## src/rtl/vga_scan_ctrl_pkg.sv

```systemverilog
// Shared definitions for the VGA scan controller.
// Holds the default 800x600@72 Hz raster timing, derived totals and sync
// positions, the RGB333 width, the counter width and the delt FSM encoding.
package vga_scan_ctrl_pkg;

  localparam int CNT_W = 11;
  localparam int RGB_W = 9;

  localparam int H_VISIBLE_D = 800;
  localparam int H_FRONT_D   = 56;
  localparam int H_SYNC_D    = 120;
  localparam int H_BACK_D    = 64;
  localparam int V_VISIBLE_D = 600;
  localparam int V_FRONT_D   = 37;
  localparam int V_SYNC_D    = 6;
  localparam int V_BACK_D    = 23;

  localparam int H_TOTAL_D      = H_VISIBLE_D + H_FRONT_D + H_SYNC_D + H_BACK_D;
  localparam int V_TOTAL_D      = V_VISIBLE_D + V_FRONT_D + V_SYNC_D + V_BACK_D;
  localparam int H_SYNC_FIRST_D = H_VISIBLE_D + H_FRONT_D;
  localparam int H_SYNC_LAST_D  = H_SYNC_FIRST_D + H_SYNC_D - 1;
  localparam int V_SYNC_FIRST_D = V_VISIBLE_D + V_FRONT_D;
  localparam int V_SYNC_LAST_D  = V_SYNC_FIRST_D + V_SYNC_D - 1;

  typedef enum logic {
    ST_UP   = 1'b0,
    ST_DOWN = 1'b1
  } delt_state_e;

  // First counter value inside a sync window.
  function automatic int sync_first(input int visible, input int front);
    return visible + front;
  endfunction

endpackage

```

## src/rtl/vga_scan_ctrl_delt_animator.sv

```systemverilog
// delt_animator: per-frame animation offset that bounces between 0 and
// DELT_MAX. A frame divider counts enabled frame ends; every FRAME_DIV of
// them the UP/DOWN FSM moves delt by DELT_STEP.
// Ports:
//   clk, rst   - clock, asynchronous active-high reset
//   frame_end  - high for the last pixel cycle of a frame
//   enable     - animation enable, sampled in the frame-end cycle
//   delt       - current offset (changes only on a frame-end edge)
//
// state   | meaning
// --------+--------------------------------------------------------
// ST_UP   | delt increases, saturating at DELT_MAX; at max -> DOWN
// ST_DOWN | delt decreases, flooring at 0; at 0 -> UP
module delt_animator
  import vga_scan_ctrl_pkg::*;
#(
  parameter int DELT_MAX  = 200,
  parameter int DELT_STEP = 1,
  parameter int FRAME_DIV = 1
) (
  input  logic             clk,
  input  logic             rst,
  input  logic             frame_end,
  input  logic             enable,
  output logic [CNT_W-1:0] delt
);

  localparam int DIV_W = (FRAME_DIV > 1) ? $clog2(FRAME_DIV) : 1;
  localparam logic [DIV_W-1:0] DIV_LAST = DIV_W'(FRAME_DIV - 1);
  // 12-bit arithmetic so delt + step cannot wrap before the saturation test.
  localparam logic [11:0] MAX12  = 12'(DELT_MAX);
  localparam logic [11:0] STEP12 = 12'(DELT_STEP);

  delt_state_e      state_q, state_nxt;
  logic [CNT_W-1:0] delt_q, delt_nxt;
  logic [DIV_W-1:0] div_q, div_nxt;
  logic [11:0]      delt12, up_sum, up_val, dn_val;
  logic             tick;

  always_ff @(posedge clk or posedge rst) begin
    if (rst) begin
      state_q <= ST_UP;
      delt_q  <= '0;
      div_q   <= '0;
    end else begin
      state_q <= state_nxt;
      delt_q  <= delt_nxt;
      div_q   <= div_nxt;
    end
  end

  always_comb begin
    tick      = 1'b0;
    div_nxt   = div_q;
    state_nxt = state_q;
    delt_nxt  = delt_q;
    delt12    = {1'b0, delt_q};
    up_sum    = delt12 + STEP12;
    up_val    = (up_sum > MAX12) ? MAX12 : up_sum;
    dn_val    = (delt12 >= STEP12) ? (delt12 - STEP12) : 12'd0;

    if (frame_end && enable) begin
      if (div_q == DIV_LAST) begin
        div_nxt = '0;
        tick    = 1'b1;
      end else begin
        div_nxt = div_q + 1'b1;
      end
    end

    if (tick) begin
      case (state_q)
        ST_UP: begin
          delt_nxt = up_val[CNT_W-1:0];
          if (up_val == MAX12) state_nxt = ST_DOWN;
        end
        ST_DOWN: begin
          delt_nxt = dn_val[CNT_W-1:0];
          if (dn_val == 12'd0) state_nxt = ST_UP;
        end
        default: state_nxt = ST_UP;
      endcase
    end
  end

  always_comb begin
    delt = delt_q;
  end

endmodule

```

## src/rtl/vga_scan_ctrl.sv

```systemverilog
// vga_scan_ctrl: raster scan generator and output stage for the logo
// painters. Drives x/y/delt to the combinational painters, takes back their
// OR-ed hit and registers rgb, hsync, vsync, video_on and frame_start so all
// outputs are mutually aligned one cycle after the x/y they describe.
// Ports:
//   clk, rst            - pixel clock, asynchronous active-high reset
//   enable              - animation enable (scanning always runs)
//   hit                 - painter result for the current x/y
//   fg_color, bg_color  - RGB333 colours for hit / no hit
//   x, y                - current column / line counters
//   delt                - animation offset, constant within a frame
//   rgb                 - registered pixel colour, 0 outside visible area
//   hsync, vsync        - registered syncs, positive polarity
//   video_on            - registered visible-area flag
//   frame_start         - one-cycle pulse after x=0,y=0 is presented
module vga_scan_ctrl
  import vga_scan_ctrl_pkg::*;
#(
  parameter int H_VISIBLE = H_VISIBLE_D,
  parameter int H_FRONT   = H_FRONT_D,
  parameter int H_SYNC    = H_SYNC_D,
  parameter int H_BACK    = H_BACK_D,
  parameter int V_VISIBLE = V_VISIBLE_D,
  parameter int V_FRONT   = V_FRONT_D,
  parameter int V_SYNC    = V_SYNC_D,
  parameter int V_BACK    = V_BACK_D,
  parameter int DELT_MAX  = 200,
  parameter int DELT_STEP = 1,
  parameter int FRAME_DIV = 1
) (
  input  logic             clk,
  input  logic             rst,
  input  logic             enable,
  input  logic             hit,
  input  logic [RGB_W-1:0] fg_color,
  input  logic [RGB_W-1:0] bg_color,
  output logic [CNT_W-1:0] x,
  output logic [CNT_W-1:0] y,
  output logic [CNT_W-1:0] delt,
  output logic [RGB_W-1:0] rgb,
  output logic             hsync,
  output logic             vsync,
  output logic             video_on,
  output logic             frame_start
);

  localparam int H_TOTAL  = H_VISIBLE + H_FRONT + H_SYNC + H_BACK;
  localparam int V_TOTAL  = V_VISIBLE + V_FRONT + V_SYNC + V_BACK;
  localparam int HS_FIRST = sync_first(H_VISIBLE, H_FRONT);
  localparam int VS_FIRST = sync_first(V_VISIBLE, V_FRONT);

  localparam logic [CNT_W-1:0] X_LAST   = CNT_W'(H_TOTAL - 1);
  localparam logic [CNT_W-1:0] Y_LAST   = CNT_W'(V_TOTAL - 1);
  localparam logic [CNT_W-1:0] X_VIS    = CNT_W'(H_VISIBLE);
  localparam logic [CNT_W-1:0] Y_VIS    = CNT_W'(V_VISIBLE);
  localparam logic [CNT_W-1:0] HS_LO    = CNT_W'(HS_FIRST);
  localparam logic [CNT_W-1:0] HS_HI    = CNT_W'(HS_FIRST + H_SYNC - 1);
  localparam logic [CNT_W-1:0] VS_LO    = CNT_W'(VS_FIRST);
  localparam logic [CNT_W-1:0] VS_HI    = CNT_W'(VS_FIRST + V_SYNC - 1);

  logic x_last, y_last, frame_end;
  logic visible, hs_win, vs_win, origin;

  always_comb begin
    x_last    = (x == X_LAST);
    y_last    = (y == Y_LAST);
    frame_end = x_last && y_last;
    visible   = (x < X_VIS) && (y < Y_VIS);
    hs_win    = (x >= HS_LO) && (x <= HS_HI);
    vs_win    = (y >= VS_LO) && (y <= VS_HI);
    origin    = (x == '0) && (y == '0);
  end

  always_ff @(posedge clk or posedge rst) begin
    if (rst) begin
      x <= '0;
      y <= '0;
    end else begin
      if (x_last) begin
        x <= '0;
        y <= y_last ? '0 : y + 1'b1;
      end else begin
        x <= x + 1'b1;
      end
    end
  end

  // All outputs are taken from the same x/y/hit cycle so they stay aligned.
  always_ff @(posedge clk or posedge rst) begin
    if (rst) begin
      rgb         <= '0;
      hsync       <= 1'b0;
      vsync       <= 1'b0;
      video_on    <= 1'b0;
      frame_start <= 1'b0;
    end else begin
      rgb         <= visible ? (hit ? fg_color : bg_color) : '0;
      hsync       <= hs_win;
      vsync       <= vs_win;
      video_on    <= visible;
      frame_start <= origin;
    end
  end

  delt_animator #(
    .DELT_MAX (DELT_MAX),
    .DELT_STEP(DELT_STEP),
    .FRAME_DIV(FRAME_DIV)
  ) u_delt (
    .clk      (clk),
    .rst      (rst),
    .frame_end(frame_end),
    .enable   (enable),
    .delt     (delt)
  );

endmodule
```

## config.mk

```make
export PLATFORM = sky130hd
export DESIGN_NAME = vga_scan_ctrl
export DESIGN_NICKNAME = d
export VERILOG_FILES = /design/src/rtl/vga_scan_ctrl_pkg.sv /design/src/rtl/vga_scan_ctrl_delt_animator.sv /design/src/rtl/vga_scan_ctrl.sv
export SDC_FILE = /design/constraint.sdc
export NUM_CORES = 1
export LEC_CHECK = 0
export ABC_AREA = 1
export CAP_MARGIN = 20
export CORE_UTILIZATION = 30
export CTS_BUF_LIST = sky130_fd_sc_hd__clkbuf_16
export CTS_CLUSTER_DIAMETER = 30
export DETAILED_ROUTE_END_ITERATION = 10
export SLEW_MARGIN = 20
export SYNTH_ARGS = -nofsm -noshare
export SYNTH_HDL_FRONTEND = slang
export SYNTH_HIERARCHICAL = 1
export SYNTH_SLANG_ARGS = --single-unit
```

## constraint.sdc

```tcl
create_clock -name clk -period 6.1 [get_ports clk]
set_input_delay 1.525 -clock clk [delete_from_list [all_inputs] [get_ports clk]]
set_output_delay 1.525 -clock clk [all_outputs]
set_load 0.01 [all_outputs]
```

==> Word level (Yosys, flattened, before mapping) <==
Cells that the tools add are included.
{ "totals": {"register_bits": 48, "in_bits": 22, "out_inout_bits": 46, "word_cells": 49} }
{ "classes": {"addsub": 5, "n_lt_le_gt_ge": 8, "n_eq_ne": 3, "mux": 13, "n_bitwise": 1, "reduce_logical": 9} }
{ "ops": {"columns": ["cell", "count"], "rows": [
  ["12-bit two-way mux", 2],
  ["11-bit by 1-bit adder with 11-bit output, second input constant", 2],
  ["11-bit by 10-bit >= comparator with 1-bit output, second input constant", 2],
  ["11-bit by 10-bit <= comparator with 1-bit output, second input constant", 2],
  ["11-bit logical NOT", 2],
  ["11-bit by 10-bit < comparator with 1-bit output, second input constant", 2],
  ["11-bit two-way mux", 2],
  ["11-bit case mux with 2 select lines", 1],
  ["9-bit two-way mux", 2],
  ["11-bit by 1-bit adder with 12-bit output, second input constant", 1],
  ["12-bit by 8-bit == test with 1-bit output, second input constant", 1],
  ["12-bit by 8-bit greater-than comparator with 1-bit output, second input constant", 1],
  ["12-bit logical NOT", 1],
  ["11-bit by 1-bit subtractor with 12-bit output, second input constant", 1],
  ["11-bit by 10-bit == test with 1-bit output, second input constant", 1],
  ["11-bit == test, second input constant", 1],
  ["11-bit by 1-bit >= comparator with 1-bit output, second input constant", 1],
  ["1-bit logical AND", 6],
  ["1-bit two-way mux", 5],
  ["1-bit case mux with 2 select lines", 1],
  ["1-bit adder, second input constant", 1],
  ["1-bit NOT", 1]
]} }

==> Longest topological paths before layout <==
{ "depth": {"ltp_word": 6, "mapped_depth": 16, "mapped_depth_nobuf": 14} }

==> Modules after synthesis <==
The synthesis kept the hierarchy.
{ "modules_own_cells": {"columns": ["module", "n_inst", "cells_per_inst", "area_each_um2", "seq_area_each_um2"], "rows": [
  ["vga_scan_ctrl", 1, 252, 2019.4, 875.8],
  ["delt_animator", 1, 190, 1247.4, 300.3]
]} }

==> Least setup slack after synthesis <==
Ideal clock, no wire load.
{ "synth_path": {"path_kind": "input to register", "start": "in enable", "end": "reg u_delt.delt_q[0], in the netlist u_delt/delt[0]", "setup_ps": 78, "arrival_time_ps": 2272, "t_required_ps": 6022, "path_slack_ps": 3750, "stages": 5, "n_path_buf": 0, "path_cell_list": "nand2_1 > nor2_1 > inv_1 > o22ai_1 > o21bai_1"} }
{ "synth_between": {"elab_chain_len": 2} }
{ "synth_rtl": {"columns": ["element", "line", "source"], "rows": [
  ["from (decl)", "vga_scan_ctrl.sv:33", "input logic enable,"],
  ["1-bit logical AND", "vga_scan_ctrl_delt_animator.sv:62", "if (frame_end && enable) begin"],
  ["1-bit two-way mux", "vga_scan_ctrl_delt_animator.sv:62", null],
  ["to (signal assigned)", "vga_scan_ctrl_delt_animator.sv:47", "delt_q <= delt_nxt;"],
  ["to (decl)", "vga_scan_ctrl_delt_animator.sv:35", "logic [CNT_W-1:0] delt_q, delt_nxt;"]
]} }
No other way between the ends.
A chain may end at the register's enable or synchronous reset.

==> Final worst setup path <==
{ "layout_path": {"start": "reg u_delt.delt_q[3], in the netlist u_delt/delt[3]", "end": "out delt[3]"} }
{ "layout_lines": {"columns": ["element", "line", "source"], "rows": [
  ["to (decl)", "vga_scan_ctrl.sv:39", "output logic [CNT_W-1:0] delt,"]
]} }
No word-level cell between the ends.

==> impl_metrics.json <==
{
  "antenna_cells": 0,
  "hp-class": "reg -> reg",
  "grt_max_degree": 30,
  "worst_path_max_delay_cell": "dfrtp_1",
  "p_leak_nw": 2.043,
  "timing.final.ws_setup_ps": 3004,
  "powerDensity_mw_per_mm2": 158.7,
  "ys.warnings.count": 6,
  "dp.cells": 636,
  "pwr-share-comb_pct": 6.1,
  "syn_avg_cell_area_sq_um": 7.391,
  "p_int_uw": 531.6,
  "dp_slack_ps": 3095,
  "insertion_delay_ps": 290,
  "final.setup_skew_ps": 8.868,
  "cp-start-kind": "flop",
  "io_pins": 68,
  "synthSimpleGateAreaFrac_pct": 37.27,
  "clock.fmax_ghz": 0.3230,
  "finalHoldViolCount": 0,
  "clockBufferDepth": 2,
  "power_switching_uw": 133.0,
  "crit_type": "reg -> out",
  "cts_hold_buf": 0,
  "synthFlopType": "dfrtp_1",
  "finalSetupViolCount": 0,
  "track_usage_pct": 15.67,
  "cts_resized": 0,
  "route.detailed.drc": 0,
  "ys_types": 38,
  "crit_fanout": 9,
  "totalWireLength_um": 8538,
  "crit_chain": "clkdlybuf4s50_1",
  "synth_edf_count": 0,
  "syn_area_sq_mm": 0.003267,
  "synth_top_cell_area_share_pct": 36.00,
  "synthMuxAreaShare_pct": 2.758,
  "synth-seq-cells": 47,
  "cts_root_buf": "clkbuf_16",
  "drtPass1Iterations": 4,
  "worst_pin_slew_ps": 504.8,
  "nNetsFinal": 537,
  "htreeDepth": 2,
  "num_rows": 37,
  "outcome": "finished, final reports clean",
  "finalPower_uw": 664.6,
  "fill_cells": 1099,
  "critPathArrivalTime_ps": 1570,
  "ys_top_cells_by_area": "dfrtp_1, nand2_1, nand3_1",
  "instances_no_fill": 644,
  "start_util_pct": 31.22,
  "final.period_utilization_pct": 50.75,
  "wl_per_cell_um": 13.26,
  "cts_tree": "yes",
  "viasPerCell": 4.863,
  "portBuffers": 67,
  "post-cts-setup-buffers": 0,
  "vdd_ir_drop_max_mv": 0.09271,
  "first_iter_violations": 163,
  "clk_pin_slew_ps": 60,
  "ys_seq_area_share_pct": 36.00,
  "die_y_um": 106.4,
  "p_sw_share_pct": 20.01,
  "path_delay_family": "flip-flops",
  "synth-xor-area-share_pct": 3.217,
  "syn_nets": 472,
  "die_x_um": 106.4,
  "gp_congestion": 0.8679,
  "hpwl_um": 6553,
  "yosys.area.top_type": "dfrtp_1",
  "end_kind": "output port",
  "postRouteAntennaNets": 0,
  "fin_setup_tns_ps": 0,
  "grt-ovfl-total": 0,
  "grt_pass1_vias": 3041,
  "cp_data_required_time_ps": 4580,
  "clock_sinks": 47,
  "maxSlewViolCount": 0,
  "grt_first_pass_wirelength_um": 14420,
  "die-area_sq_mm": 0.01131,
  "power_frac_seq_pct": 47.7,
  "async_flop_share_pct": 100.0,
  "path_buf_inv": 1,
  "area_delta_synth_final_pct": 28.15,
  "design.core.area_sq_mm": 0.01046,
  "drv_cap": 0,
  "drive_above_1_share_pct": 8.465,
  "min_period_ps": 3096,
  "vias": 3132,
  "cts_made_buffers": 5,
  "slowest_delay_ps": 650,
  "clockPowerShare_pct": 46.1,
  "synth-compound-area-share_pct": 7.660,
  "rsz0062_at_grt": "false",
  "antenna_found_initial": 0,
  "synthAdderAreaFrac_pct": 3.064,
  "synth_top_family_by_area": "simple AND/OR/NAND/NOR gates",
  "synth_cells": 442,
  "slew_headroom_pct": 66.24
}
layout make-up:
cell class / instances / area (sq um) / area share, %
multi-input cells: 323 / 1763 / 42.11
flip-flops and latches: 47 / 1176 / 28.09
repair buffers: 68 / 678.2 / 16.20
inverters: 62 / 235.2 / 5.619
well taps: 136 / 170.2 / 4.065
clock buffers: 5 / 125.1 / 2.989
clock inverters: 3 / 38.79 / 0.9265
worst min-delay path: cells and delay by family, from the launching register on:
family | cells | cell delay, ps
flops | 1 | 370
simple gates | 2 | 120
cells in the final DEF, fill, tap and decap left out, types with 5 or more instances in the layout:
cell type	netlist	routed
mux2i_1	9	9
dfrtp_1	47	47
nand2_1	101	101
inv_1	56	56
nor2_1	45	45
o21ai_0	16	16
nand2_2	5	5
clkdlybuf4s50_1	0	67
a21oi_1	6	6
xor2_1	10	10
nor3_1	15	15
nor2_2	6	6
nand3_1	54	54
clkbuf_16	0	5
ha_1	8	8
nand4_1	10	10
o22ai_1	5	5
state kept, by name (all words and copies together), names as in the netlist:
signal and count:
x 11, hsync 1, y 11, frame_start 1, u_delt/state_q 1, vsync 1, rgb 9, video_on 1
u_delt/delt 11
power by group through the flow:
stage	Sequential (mW)	Clock (mW)	Combinational (mW)
after floorplan	0.326	0	0.0122
after global placement	0.323	0	0.0413
after detailed placement	0.323	0	0.0418
after CTS	0.317	0.316	0.0418
after global routing	0.317	0.331	0.0445
final	0.317	0.306	0.0408
layer usage:
layer	vias up	GRT usage (%)	wire, um
met5	-	0	0
met4	0	4.067	97
met3	9	2.330	360
met2	97	26.99	4152
met1	1466	20.37	3928
li1	1560	-	-
cells in the mapped netlist (6+ instances only):
cell type and n:
a21oi_1 6, buf_6 6, dfrtp_1 47, ha_1 8, inv_1 56, mux2i_1 9
nand2_1 101, nand3_1 54, nand4_1 10, nor2_1 45, nor2_2 6, nor3_1 15
o21ai_0 16, xor2_1 10
cell families after synthesis:
family          Yosys count
simple gates            253
fa+ha+maj                 8
compound gates           41
xor+xnor                 12
mux                       9
flops                    47
buf+inv                  72
path summary, 6_finish.rpt:
check / from / end / slack [ps] / depth (start not counted)
max in group asynchronous: rst / y[10]$_DFFE_PP0N_ / 3950 / 3
worst min-delay path: u_delt/state_q$_DFFE_PP0P_ / u_delt/state_q$_DFFE_PP0P_ / 520 / 2
worst max-delay path: u_delt/delt[3]$_DFFE_PP0P_ / delt[3] / 3000 / 1
min in group asynchronous: rst / video_on$_DFF_PP0_ / 1490 / 2
worst max register to register: x[0]$_DFF_PP0_ / u_delt/delt[5]$_DFFE_PP0P_ / 3560 / 12
worst min register to register: u_delt/state_q$_DFFE_PP0P_ / u_delt/state_q$_DFFE_PP0P_ / 520 / 2
stage by stage:
step | instance area (sq um) | util [%] | hold WS [ps]
after global routing | 4187 | 40.01 | 558.2
after CTS | 4187 | 40.01 | 527.0
after floorplan | 3267 | - | 462.8
after global placement | 4023 | 38.45 | 505.9
after detailed placement | 4023 | 38.45 | 509.9
final | 4187 | 40.01 | 520.7
(Power assumes the default switching activity.)
